===== config.mk =====
export PLATFORM = sky130hd
export DESIGN_NAME = piso_shift_register
export DESIGN_NICKNAME = d
export VERILOG_FILES = /design/src/rtl/piso_shift_register.sv
export SDC_FILE = /design/constraint.sdc
export NUM_CORES = 1
export LEC_CHECK = 0
export ABC_AREA = 1
export CORE_MARGIN = 2
export CORE_UTILIZATION = 48
export DETAILED_ROUTE_END_ITERATION = 8
export MAX_ROUTING_LAYER = met4
export PLACE_DENSITY = 0.81
export SLEW_MARGIN = 10
export SYNTH_ARGS = -nofsm -noshare
export SYNTH_HDL_FRONTEND = slang
export SYNTH_SLANG_ARGS = --single-unit

===== constraint.sdc =====
create_clock -name clk -period 2.73 [get_ports clk]
set_input_delay 0.546 -clock clk [delete_from_list [all_inputs] [get_ports clk]]
set_output_delay 0.546 -clock clk [all_outputs]
set_load 0.02 [all_outputs]

===== src/rtl/piso_shift_register.sv =====
// Parallel-in / serial-out shift register, MSB first, with a level-sensitive async parallel load.
// Optional feature: define PISO_QH_N_EN to add the inverted serial output qh_n.
module piso_shift_register #(
   parameter int WIDTH = 8
) (
   input  logic             clk,
   input  logic             rst,
   input  logic             clk_inh,
   input  logic             ser,
   input  logic             sh_ld_n,
   input  logic [WIDTH-1:0] parallel_in,
   output logic [WIDTH-1:0] q,
`ifdef PISO_QH_N_EN
   output logic             qh_n,
`endif
   output logic             qh
);

   logic [WIDTH-1:0] r_lat;
   logic [WIDTH-1:0] r_sh;
   logic             r_sh_vld;
   logic [WIDTH-1:0] w_cur;
   logic [WIDTH-1:0] w_q;

   // Transparent while loading, so the value present when sh_ld_n rises is the one retained.
   always_latch begin
      if (!sh_ld_n) r_lat <= parallel_in;
   end

   // Selects the shift flops over the load latch once a qualifying edge (shift or reset)
   // has occurred after the last load; a new load drops back to the latch asynchronously.
   always_ff @(posedge clk or negedge sh_ld_n) begin
      if (!sh_ld_n)
         r_sh_vld <= 1'b0;
      else if (rst || !clk_inh)
         r_sh_vld <= 1'b1;
   end

   assign w_cur = r_sh_vld ? r_sh : r_lat;

   always_ff @(posedge clk) begin
      if (sh_ld_n) begin
         if (rst)
            r_sh <= '0;
         else if (!clk_inh)
            r_sh <= {w_cur[WIDTH-2:0], ser};
      end
   end

   // ser only reaches q through r_sh; the sole combinational path is parallel_in during load.
   assign w_q = !sh_ld_n ? parallel_in : w_cur;
   assign q   = w_q;
   assign qh  = w_q[WIDTH-1];
`ifdef PISO_QH_N_EN
   assign qh_n = ~w_q[WIDTH-1];
`endif

endmodule


* Yosys cells after proc, flatten, opt, wreduce, memory -nomap -nowiden
Index checks and enable logic that the tools add are counted.
** Cells by class
- Equality and inequality tests :: 1
- Mux-type cells :: 5
- Reductions and logical operators :: 3
** Operator list (number)
- 2-to-1 mux 8 bit :: 5
- inequality test 2 bit (second input constant) :: 1
- AND reduction 2 bit :: 1
- logical NOT 1 bit :: 1
- logical OR 1 bit :: 1
** Word-level totals
- Flip-flop bits (word level) :: 9
- Bits in latches :: 8
- Bits of input ports :: 13
- Output and inout port bits :: 9
- Logic and storage cells :: 19

* Logic depth before layout (Yosys ltp)
Gate-level depths: netlist (run 1).
- Depth in word-level cells :: 2
- Mapped depth :: 6
- Mapped depth without buffers :: 4

==> results, run 1 <==
- The number of antenna diodes in the final layout is 0.
- The iteration count of the initial detailed-routing pass is 4.
- The first global-routing pass estimated 2370 um of wire.
- The standby leakage power is 0.555 nW.
- Setup repair after global routing left no endpoint under its margin.
- The top cell type's share of synthesized area is 31.4%.
- Of all nets on the critical path, the largest fanout is 9.
- The count of pins on the block boundary is 22.
- Hold repair after CTS inserted 0 buffers.
- The total congestion overflow is 0.
- The path type of the worst setup path is primary input to primary output.
- The number of nets handed over by synthesis was 111.
- The data arrival time at the worst-slack endpoint is 1.98 ns.
- The horizontal extent of the die is 43.9 um.
- The final non-filler cell area is 0.00101 mm2.
- The number of pins with negative max-slew slack in the final report is 0.
- The number of design rule violations left after detail routing is 0.
- In this run the number of H-tree levels came out at 1.
- The most common cell in the synthesized netlist is sky130_fd_sc_hd__nand2_1.
- Across the whole layout, storage elements account for 385 um2.
- The cell count after synthesis is 98.
- The critical path required time is 2.18 ns.
- After synthesis, the cell types taking the most area are sky130_fd_sc_hd__edfxtp_1 (31%), sky130_fd_sc_hd__dlxtn_1 (16%), sky130_fd_sc_hd__nand2_1 (15%), sky130_fd_sc_hd__inv_1 (8.8%), sky130_fd_sc_hd__nand3_1 (5.9%).
- The average instance in the mapped netlist occupies 7.81 um2.
- The total track usage is 16.4%.
- The starting density of the core is 50.8%.
- The worst slew margin relative to its limit is 73.0%.
- Of all flip-flops after synthesis, the portion carrying an async set or reset was 5.88%.
- Of all cell types, the one taking the most synthesized area is sky130_fd_sc_hd__edfxtp_1.
- For this run, the post-layout net count is 136.
- TritonCTS built the clock tree.
- After detailed placement, the total cell area comes to 987 um2.
- Across all layers, the routed design uses 642 vias.
- The number of fill cells in the layout is 125.
- The total of warnings raised by yosys is 0.
- The run finished with clean final reports.
- The total of cells resized after clock tree synthesis is 0.
- The count of unclocked register or latch pins is 8.
- Once the clock tree was built, the setup fixing pass inserted 0 buffers.
- For this block, the initial DRC count from the detailed router was 11.
- In this run the power density over the cells is 363 mW/mm2.
- The final-report setup violation count is 0.
- Summing all multi-input logic gate instances after layout gives 267 um2.
- In this run, distinct cell masters in the synthesized netlist total 15.
- In the final timing run, aggregate negative setup slack is 0 ns.
- Routability-driven placement finished with a final weighted congestion of 0.807.
- The count of buffers inserted at the top-level ports is 21.
- After detailed routing, the total wire length is 1410 um.
- The worst setup path is launched from a primary input.
- The worst voltage drop across the vdd grid is 0.186 mV.
- The core area is 0.00151 mm2.
- In this run, synthesis produced a sequential element count of 17.
- The share of post-route cells with drive strength above 1 is 13.1%.
- The insertion delay to the later sink of the worst-skew pair is 0.26 ns.
- The most used flip-flop cell after synthesis is sky130_fd_sc_hd__edfxtp_1.
- The actual slew at the worst max-slew pin is 0.405 ns.
- In this run, synthesis inferred 8 flip-flops with an integrated enable.
- In this run, CTS created clock tree buffers numbering 3.
- The via count of the first global-routing pass is 613.
- The portion of the clock cycle consumed by the worst path in the final layout is 92.6%.
- The longest clock path from root to sink contains 2 buffers.
- The number of antenna violations at the first check in global routing was 0.
- The maximum operating frequency is 396 MHz.
- Hold timing on the final database bottoms out at a slack of 0.637 ns.
- The clock transition at the registers of the reported paths is 0.06 ns.
- The worst path in the final design needs a cycle of 2.53 ns, including I/O delays and setup.
- The commonest cells after synthesis are sky130_fd_sc_hd__nand2_1 (31), sky130_fd_sc_hd__inv_1 (18), sky130_fd_sc_hd__nand3_1 (9).
- The floorplan has 14 rows.
- Compared with the post-synthesis result, the final layout area differs by 32.4%.
- Dividing the detail-routed via count by the number of cells gives 4.65.
- The min-delay analysis places its worst path in the category primary input to asynchronous set/reset pin.
- The final antenna-violating net count is 0.
- The hold violation total from the final report is 0.
- The die covers 0.00193 mm2.
- After detailed routing, the average wire length per cell comes to 10.2 um.
- The max-capacitance violation count is 0.
- Measured along the y axis, the die boundary spans 43.9 um.
- The post-DP HPWL is 1070 um.
- On the final layout, the worst clock skew is 0.00489 ns.
- The pin count of the biggest net entering global routing is 10.
- Summing every instance area after synthesis gives 766 um2.
- The count of endpoints without a timing constraint is 8.
- The cell sitting at the root of the clock tree is a sky130_fd_sc_hd__clkbuf_4.
- The worst setup path is captured at a primary output.
-- report_power, final --
part           leakage [nW]  internal (mW)  total (mW)  switching, mW
clock network        0.0150         0.0563       0.103         0.0468
registers             0.152          0.167       0.170        0.00277
logic                 0.388         0.0465      0.0943         0.0478
-- registers in the layout (all words and copies together), names as in the netlist --
register  count
r_sh_vld      1
r_sh          8
r_lat         8
-- worst paths after layout --
kind,cells past startpoint,startpoint,end,slack (ns)
min in group clk,4,r_sh[6],r_sh[7],0.67
max in group asynchronous,2,sh_ld_n,r_sh_vld,1.98
setup / recovery,5,sh_ld_n,q[7],0.20
setup reg to reg,4,r_sh_vld,r_sh[6],1.60
hold reg to reg,4,r_sh[6],r_sh[7],0.67
hold / removal,2,sh_ld_n,r_sh_vld,0.64
-- layer usage --
metal | wire [um] | track usage [%]
met1 | 670 | 21.1
met2 | 706 | 27.1
met3 | 28 | 1.25
met4 | 0 | 5.45
met5 | 0 | -
-- layout make-up --
| cell class | count | share of cell area (%) |
|---|---|---|
| sequential | 17 | 38.0 |
| tap | 16 | 1.98 |
| timing repair buffer | 24 | 23.0 |
| multi-input combinational | 57 | 26.3 |
| inverter | 20 | 8.15 |
| clock buffer | 4 | 2.59 |
-- worst max-delay path, cell delays in order --
cell and delay [ns]:
sky130_fd_sc_hd__clkdlybuf4s50_1 0.51, sky130_fd_sc_hd__buf_4 0.17, sky130_fd_sc_hd__nand3_1 0.08, sky130_fd_sc_hd__nand2_1 0.08, sky130_fd_sc_hd__clkdlybuf4s50_1 0.60
-- cell families (layout without fill, tap and decap cells) --
family                 Yosys count  in the layout  synth area share [%]
buffers and inverters           24             48                  14.9
DFF                              9              9                  34.6
latches                          8              8                  15.7
and+or+nand+nor                 56             56                  34.1
AOI/OAI and AO/OA                1              1                 0.653
-- through the flow --
step | worst slack (ns) | util, % | power, mW | instances
3_5_place_dp | 0.194 | 65.5 | 0.268 | 134
2_1_floorplan | 0.983 | - | 0.220 | 98
6_report | 0.202 | 67.3 | 0.368 | 138
5_1_grt | 0.106 | 67.3 | 0.387 | 138
3_3_place_gp | 0.210 | 65.5 | 0.266 | 134
4_1_cts | 0.195 | 67.3 | 0.371 | 138
-- placed cells by master (no fill, tap or decap), drive strengths merged --
cell type,netlist,final
nand2,39,39
clkdlybuf4s50,0,21
inv,20,20
nand3,9,9
nor2,8,8
dlxtn,8,8
edfxtp,8,8
clkbuf,0,4
buf,4,3
a21oi,1,1
dfrtp,1,1
(Power assumes the default switching activity.)
==> run 2, diff against run 1 <==
Settings changed: CAP_MARGIN set to 5.
==> results of run 2 <==
No change in the layout: final DEF, timing and power equal those of run 1.
==> run 3, diff against run 2 <==
Settings changed: CORE_MARGIN 2 to 4, CTS_CLUSTER_DIAMETER set to 100.
==> results, run 3 (synthesis gave the netlist of run 1 again) <==
- The flow ran to the end, and the final reports show no timing, DRC or antenna violations.
- The share of the core filled with cells in the final layout is 67.9%.
- The critical path required time is 2.18 ns.
- The tree is rooted in a sky130_fd_sc_hd__clkbuf_4.
- The critical register-to-register path startpoint is r_sh_vld.
- CTS built an H-tree with a depth of 1.
- The post-placement worst setup slack is 0.147 ns.
- The cell repeated most along the worst path is sky130_fd_sc_hd__clkdlybuf4s50_1.
- The highest net fanout along the worst path is 7.
- The critical path goes through clkdlybuf4s50_1 -> buf_4 -> nand3_1 -> nand2_1 -> clkdlybuf4s50_1.
- The share of post-route cells with drive strength above 1 is 14.6%.
- The worst path meets setup with 0.151 ns of slack.
- 22 I/O pins were placed.
- The largest single stage delay on the critical path is 0.60 ns.
- Once the clock tree was built, the setup fixing pass inserted 0 buffers.
- The number of pins with negative max-slew slack in the final report is 0.
- The final routed wirelength across all metal layers is 1510 um.
- The number of antenna violations at the first check in global routing is 0.
- The CTS buffer count is 3.
- The most common cell after layout, fill and taps aside is sky130_fd_sc_hd__nand2_1.
- The actual slew at the worst max-slew pin is 0.415 ns.
- The critical path is of the primary input to primary output type.
- Once the clock tree was built, the resizer swapped 0 gates to a different size.
- The vertical extent of the die is 47.9 um.
- The slowest stage cell on the critical path is sky130_fd_sc_hd__clkdlybuf4s50_1.
- The clock tree from TritonCTS is yes.
- In this run the remaining antenna-violating nets after routing total 0.
- Fill cells in the final layout number 132.
- The final-report setup violation count is 0.
- The sequential cell area is 385 um2.
- Row generation in the floorplan step produced 14 rows.
- The count of unclocked register or latch pins is 8.
- 8 endpoints have no timing constraint.
- The horizontal extent of the die is 47.9 um.
- Buffers placed on the I/O ports in this run total 21.
- The number of antenna diodes is 0.
- The number of design rule violations left after detail routing is 0.
- The total congestion overflow is 0.
- The wire-length estimate of the detail-placed layout is 1150 um.
- The number of buffers inserted for hold repair after clock tree synthesis is 0.
- Setup total negative slack on the finished layout was measured at 0 ns.
- The worst clock skew on the final layout is 0.00873 ns.
- Setup repair after global routing left no endpoint under its margin.
- The initial utilization of the core area, before any placement, comes to 50.8%.
- The first-pass GRT wire length is 2330 um.
- The growth of design area from synthesis to finish is 33.5%.
- The critical path starts at sh_ld_n.
- The multi-input combinational cells in the finished layout cover a total of 267 um2.
- The sort of element at the start of the critical path is a primary input.
- The pin count of the biggest net entering global routing is 10.
- The core area is 0.00151 mm2.
- After detailed routing, the number of vias per cell comes to 4.57.
- The power density over the cells is 363 mW/mm2.
- The count of nets after finishing is 137.
- The first-iteration detailed-routing DRC count is 9.
- After detailed routing, the average wire length per cell comes to 10.9 um.
- The classification of the worst-slack hold path is primary input to asynchronous set/reset pin.
- The hold violation total from the final report was 0.
- Across the VDD grid, the largest voltage drop is 0.211 mV.
- The routed layout has 635 vias.
- Across every metal layer, demand over resource in global routing totals 14.8%.
- The via count of the first global-routing pass came to 578.
- Max-cap violations in this run came to 0.
- The worst setup path is captured at a primary output.
- The worst path uses 94.5% of the clock period.
- At the worst endpoint, the arrival time is 2.03 ns.
- The full die area is 0.00230 mm2.
- Clock-pin slew was measured on the worst setup and hold paths at 0.07 ns.
- The worst slew margin relative to its limit is 72.3%.
- The slack of the worst reg-to-reg path is 1.59 ns.
- The standby leakage power is 0.563 nW.
- Hold timing on the final database bottoms out at a slack of 0.666 ns.
- The number of buffers between clock root and the deepest sink is 2.
- The iteration count of the initial detailed-routing pass is 4.
- The final weighted congestion in routability-driven placement is 0.767.
- The insertion delay to the later sink of the worst-skew pair is 0.26 ns.
- The time the final worst path needs with I/O delays and setup is 2.58 ns.
- In the layout the commonest cells are sky130_fd_sc_hd__nand2_1 (31), sky130_fd_sc_hd__clkdlybuf4s50_1 (21), sky130_fd_sc_hd__inv_1 (18).
- Derived from the worst setup path, the maximum achievable clock frequency is 388 MHz.
- The largest registers in the layout are r_lat (8), r_sh (8), r_sh_vld (1).
[run 3: changes by cell type in the layout (fill, tap and decap cells not counted)]
| cell | before | now |
|---|---|---|
| sky130_fd_sc_hd__buf_4 | 3 | 4 |
| sky130_fd_sc_hd__clkbuf_1 | 1 | 0 |
| sky130_fd_sc_hd__clkinv_2 | 0 | 1 |
[run 3: worst max-delay path: cells and delay by family]
kind	cells	cell delay [ns]
simple gates	2	0.16
buf+inv	3	1.33
[run 3: final timing paths]
path,end,depth (start not counted)
worst min register to register,r_sh[2],4
min in group clk,r_sh[2],4
worst max register to register,r_sh[5],3
max in group asynchronous,r_sh_vld,2
worst max-delay path,q[5],5
worst min-delay path,r_sh_vld,2
[run 3: metrics by stage]
step,instance area [um2],std cells,power (mW)
global route,1020,139,0.389
floorplan,766,98,0.220
global placement,995,135,0.268
CTS,1020,139,0.376
finish,1020,139,0.372
detailed placement,995,135,0.270
[run 3: metal layers]
layer | vias to the layer above | global-route usage [%] | wire [um]
met2 | 17 | 22.4 | 763
li1 | 340 | - | -
met1 | 276 | 19.5 | 660
met3 | 2 | 1.50 | 74
met5 | - | - | 0
met4 | 0 | 7.53 | 15
[run 3: power breakdown]
part	internal [mW]	switching, mW
Clock	0.0541	0.0513
Combinational	0.0474	0.0487
Sequential	0.167	0.00278
Total	0.269	0.103
[run 3: final cells by class]
class                      count  share of cell area, %
multi-input combinational     57                   26.1
clock inverter                 1                  0.490
timing repair buffer          25                   23.5
clock buffer                   3                   2.20
inverter                      20                   8.08
tap                           16                   1.96
sequential                    17                   37.7
